**src/rtl/id_ex_skid_reg.sv**
```systemverilog
// ID/EX pipeline register with a two-entry skid buffer, registered in_ready,
// flush-to-bubble and saturating stall/flush performance counters.
module id_ex_skid_reg #(
  parameter int unsigned      WIDTH     = 32,
  parameter int unsigned      NFIELDS   = 4,
  parameter logic [WIDTH-1:0] NOP_INSTR = 32'h00000013,
  parameter int unsigned      CNT_W     = 16
) (
  input  logic                       clk,
  input  logic                       rst_n,
  input  logic                       flush,
  input  logic                       in_valid,
  output logic                       in_ready,
  input  logic [NFIELDS*WIDTH-1:0]   in_data,
  input  logic [WIDTH-1:0]           in_instr,
  output logic                       out_valid,
  input  logic                       out_ready,
  output logic [NFIELDS*WIDTH-1:0]   out_data,
  output logic [WIDTH-1:0]           out_instr,
  output logic [CNT_W-1:0]           stall_cnt,
  output logic [CNT_W-1:0]           flush_cnt
);

  localparam int unsigned      DW      = NFIELDS * WIDTH;
  localparam logic [CNT_W-1:0] CNT_ONE = {{(CNT_W-1){1'b0}}, 1'b1};

  typedef enum logic [1:0] {
    EMPTY,
    ONE,
    FULL
  } state_e;

  state_e           state_q, state_d;
  logic [DW-1:0]    main_data_q, main_data_d;
  logic [WIDTH-1:0] main_instr_q, main_instr_d;
  logic [DW-1:0]    skid_data_q, skid_data_d;
  logic [WIDTH-1:0] skid_instr_q, skid_instr_d;
  logic             in_ready_q, in_ready_d;
  logic [CNT_W-1:0] stall_cnt_q, stall_cnt_d;
  logic [CNT_W-1:0] flush_cnt_q, flush_cnt_d;

  logic main_valid;
  logic push;
  logic pop;

  assign main_valid = (state_q != EMPTY);
  assign push       = in_valid & in_ready_q;
  assign pop        = main_valid & out_ready;

  always_comb begin
    state_d      = state_q;
    main_data_d  = main_data_q;
    main_instr_d = main_instr_q;
    skid_data_d  = skid_data_q;
    skid_instr_d = skid_instr_q;
    stall_cnt_d  = stall_cnt_q;
    flush_cnt_d  = flush_cnt_q;

    // Counters see pre-edge state, so a flush cycle can still count as a stall.
    if (main_valid && !out_ready && (stall_cnt_q != '1)) begin
      stall_cnt_d = stall_cnt_q + CNT_ONE;
    end
    if (flush && main_valid && (flush_cnt_q != '1)) begin
      flush_cnt_d = flush_cnt_q + CNT_ONE;
    end

    if (flush) begin
      state_d      = EMPTY;
      main_data_d  = '0;
      main_instr_d = '0;
      skid_data_d  = '0;
      skid_instr_d = '0;
    end else begin
      unique case (state_q)
        EMPTY: begin
          if (push) begin
            state_d      = ONE;
            main_data_d  = in_data;
            main_instr_d = in_instr;
          end
        end
        ONE: begin
          if (push && pop) begin
            main_data_d  = in_data;
            main_instr_d = in_instr;
          end else if (push) begin
            state_d      = FULL;
            skid_data_d  = in_data;
            skid_instr_d = in_instr;
          end else if (pop) begin
            state_d = EMPTY;
          end
        end
        FULL: begin
          if (pop) begin
            state_d      = ONE;
            main_data_d  = skid_data_q;
            main_instr_d = skid_instr_q;
          end
        end
        default: state_d = EMPTY;
      endcase
    end

    // Ready is precomputed from the next state so it needs no path from out_ready.
    in_ready_d = (state_d != FULL);
  end

  always_ff @(posedge clk or negedge rst_n) begin
    if (!rst_n) begin
      state_q      <= EMPTY;
      main_data_q  <= '0;
      main_instr_q <= '0;
      skid_data_q  <= '0;
      skid_instr_q <= '0;
      in_ready_q   <= 1'b1;
      stall_cnt_q  <= '0;
      flush_cnt_q  <= '0;
    end else begin
      state_q      <= state_d;
      main_data_q  <= main_data_d;
      main_instr_q <= main_instr_d;
      skid_data_q  <= skid_data_d;
      skid_instr_q <= skid_instr_d;
      in_ready_q   <= in_ready_d;
      stall_cnt_q  <= stall_cnt_d;
      flush_cnt_q  <= flush_cnt_d;
    end
  end

  assign in_ready  = in_ready_q;
  assign out_valid = main_valid;
  assign out_data  = main_data_q;
  assign out_instr = main_valid ? main_instr_q : NOP_INSTR;
  assign stall_cnt = stall_cnt_q;
  assign flush_cnt = flush_cnt_q;

endmodule

```
**config.mk**
```make
export PLATFORM = sky130hd
export DESIGN_NAME = id_ex_skid_reg
export DESIGN_NICKNAME = d
export VERILOG_FILES = /design/src/rtl/id_ex_skid_reg.sv
export SDC_FILE = /design/constraint.sdc
export NUM_CORES = 1
export LEC_CHECK = 0
export CORE_UTILIZATION = 42
export DETAILED_ROUTE_END_ITERATION = 10
export PLACE_DENSITY = 0.72
export SLEW_MARGIN = 20
export SYNTH_ARGS = -nofsm -noshare
export SYNTH_HDL_FRONTEND = slang
export SYNTH_SLANG_ARGS = --single-unit
```
**constraint.sdc**
```tcl
create_clock -name clk -period 2 [get_ports clk]
set_clock_uncertainty 0.1 [all_clocks]
set_input_delay 0.3 -clock clk [delete_from_list [all_inputs] [get_ports clk]]
set_output_delay 0.3 -clock clk [all_outputs]
set_load 0.01 [all_outputs]
```
==> run_results.csv <==
group,metric,value,unit
die,die_width,203.2,um
detailed_routing,num_vias,15340,
hold_path,hold_path_class,"primary input to asynchronous set/reset pin",
detailed_routing,wl_per_cell,22.39,um
detailed_routing,antenna_left,0,
clocking,cts_buffers,40,
setup_path,cp_max_fo,15,
die,die_h,203.2,um
die,ios,359,
synthesis,synthCells,1652,
synthesis,synthArstFlopShare,100.0,%
setup_path,crit_arrival,2.50,ns
setup_path,cp_slowest_stage_delay,0.42,ns
sta,slew_headroom,42.35,%
finish,drive_gt1_share,21.83,%
die,die_area,41280,sq um
sta,setup_viol,356,
placed_design,dp_hpwl,32420,um
synthesis,synth_edf_count,0,
run_status,violations,"negative setup slack",
die,core_area,39820,sq um
grt,grt_pass1_vias,15100,
grt,grt_pass1_wl,85300,um
synthesis,ys_seq_elements,355,
die,initial_core_util,42.68,%
setup_path,path_class,"flop to flop",
setup_path,cpMaxStageDelayCell,"or3b_4",
sta,setup_ws,-0.1976,ns
finish,utilization,64.54,%
clocking,insertion_delay,0.56,ns
setup_path,cpMostUsedCell,"buf_6",
sta,fmax,455.0,MHz
finish,final_nets,2234,
synthesis,synth-seq-area-share,52.27,%
detailed_routing,wirelength,58810,um
sta,min_period,2.198,ns
synthesis,syn-num-nets,1823,
placed_design,io_buffers,358,
die,placementRows,73,
clocking,cts.sinks,355,
sta,finalMaxSlewViolations,0,
clocking,cts_tree,"built",
synthesis,synth.most_common_cell,"dfrtp_1",
clocking,clockBufferDepth,3,
detailed_routing,first_pass_iters,6,
clocking,cts.clk_slew.worst_paths,0.06,ns
sta,hold_ws,0.1920,ns
grt,antenna_found_initial,10,
setup_path,worst-endpoint-required,2.30,ns
finish,seq_area,8886,sq um
grt,grt-ovfl-total,0,
synthesis,ys_types,51,
setup_path,crit_chain,"inv_2 -> ha_4 -> buf_6 -> buf_6 -> nor2b_4 -> or3b_4 -> buf_12 -> clkbuf_16 -> nand2_1 -> a21oi_1",
finish,multi_input_area,8305,sq um
synthesis,synth.top_cells.by_area,"dfrtp_1, mux2i_1, nand4b_1",
power_and_ir_drop,peakVddDrop,0.5701,mV
synthesis,synthTopCellsByCount,"dfrtp_1, nand2_1, a21oi_1, nand4b_1, mux2i_1",
synthesis,avgSynthCellArea,10.29,sq um
sta,hold_violations,0,
sta,worst_pin_slew,0.8647,ns
power_and_ir_drop,leakage,10.37,nW
job,maxCapViolCount,0,
synthesis,synth_area_leader_cell,"dfrtp_1",
detailed_routing,drt_iter0_drc,1151,
clocking,clock-root-buffer,"clkbuf_16",
run_status,status,"finished with violations",
power_and_ir_drop,power_density,853.1,nW/um^2
detailed_routing,via_per_inst,5.838,
setup_path,critPathLaunchType,"flop",
synthesis,synth_area,17000,sq um
grt,grt_max_degree,197,
synthesis,synth_warnings,0,
detailed_routing,drc,0,
finish,area_growth,51.23,%
synthesis,synthFlopType,"dfrtp_1",
finish,fillers,2990,
sta,period_share,109.9,%
sta,rsz0062_at_grt,"yes",
placed_design,routabilityCongestion,0.8584,
clocking,htreeDepth,2,
grt,grt_use_total,26.25,%
setup_path,endpoint_kind,"flop",
synthesis,synthDominantCellAreaShare,52.12,%
-- final cells by class --
type	instances	share of cell area, %
Clock inverter	10	0.2629
Multi-Input combinational cell	1125	32.31
Sequential cell	355	34.57
Antenna cell	9	0.08762
Inverter	7	0.1120
Timing Repair Buffer	534	25.33
Clock buffer	62	4.770
Tap cell	525	2.556
-- kinds of logic (layout without fill, tap and decap cells) --
group / count (synthesis) / in the layout / synth area share [%]
simple gates: 593 / 593 / 19.15
flops: 355 / 355 / 52.27
compound gates: 335 / 335 / 12.68
buf+inv: 172 / 613 / 4.380
mux: 164 / 164 / 9.688
xor+xnor: 27 / 27 / 1.391
fa+ha+maj: 6 / 6 / 0.4417
other cells: 0 / 9 / 0
-- stage by stage --
| step | worst slack, ns | instance area [sq um] | std cells | setup TNS (ns) | total power [mW] |
|---|---|---|---|---|---|
| 2_1_floorplan | -0.01649 | 17050 | 1652 | -0.5700 | 10.52 |
| 3_3_place_gp | -0.2044 | 21990 | 2479 | -54.45 | 13.21 |
| 3_5_place_dp | -0.2837 | 21990 | 2479 | -70.76 | 13.31 |
| 4_1_cts | -0.1451 | 24560 | 2595 | -33.10 | 21.48 |
| 5_1_grt | -0.2356 | 25700 | 2624 | -58.80 | 22.75 |
| 6_report | -0.1976 | 25700 | 2627 | -38.35 | 21.93 |
-- layout by cell type (no fill, tap or decap), drive strengths merged, types with 2 or more instances in the layout --
cell type	instances
a21oi	162
and3	3
and4	2
buf	186
bufbuf	3
clkbuf	83
clkdlybuf4s50	322
clkinv	8
dfrtp	354
diode	9
ha	6
inv	8
mux2	4
mux2i	160
nand2	332
nand2b	2
nand3	10
nand4	9
nand4b	161
nor2	15
nor2b	31
nor3	7
nor3b	3
nor4	8
nor4b	2
o21ai	3
o31ai	160
or2	5
xnor2	6
xor2	21
-- state kept, by name (all words and copies together), names as in the netlist --
register,count
main_instr_q,32
skid_data_q,128
state_q,2
out_data,128
stall_cnt,16
skid_instr_q,32
in_ready,1
flush_cnt,16
-- report_power, final --
part | internal, mW | total (mW) | switching (mW)
sequential | 7.87 | 8.40 | 0.534
clock | 4.22 | 7.26 | 3.03
combinational | 3.27 | 6.26 | 2.99
total | 15.4 | 21.9 | 6.56
-- layer usage --
layer | track usage, % | vias to the layer above | wire length [um]
met5 | 0 | - | 14
met4 | 13.35 | 2 | 2759
met3 | 5.785 | 158 | 4499
met2 | 42.02 | 683 | 28010
met1 | 33.48 | 7697 | 23530
li1 | - | 6796 | -
-- timing repair --
action | CTS | global route
gates resized for setup | 262 | 176
buffers inserted | 22 | 5
hold endpoints to repair | 71 | 0
endpoints found under the setup margin | 367 | 378
cloned | 22 | 23
hold buffers | 1 | 0
pin swaps | 35 | 72
-- worst paths after layout --
kind / slack, ns / end / start / cells after the start
max: -0.20 / skid_data_q[14] / state_q[0] / 10
min: 0.19 / skid_data_q[87] / rst_n / 2
max reg2reg: -0.20 / skid_data_q[14] / state_q[0] / 10
min reg2reg: 0.39 / stall_cnt[15] / stall_cnt[15] / 1
max in group asynchronous: 0.86 / skid_data_q[92] / rst_n / 3
min in group clk: 0.20 / skid_instr_q[1] / flush / 3
-- critical path, delay by kind of cell (launching register included) --
kind                       cells  cell delay (ns)
buffers and inverters          5             0.68
DFF                            1             0.41
adders and majority gates      1             0.20
and+or+nand+nor                3             0.55
AOI/OAI and AO/OA              1             0.08
No activity file was read; power rests on OpenSTA's default activity.
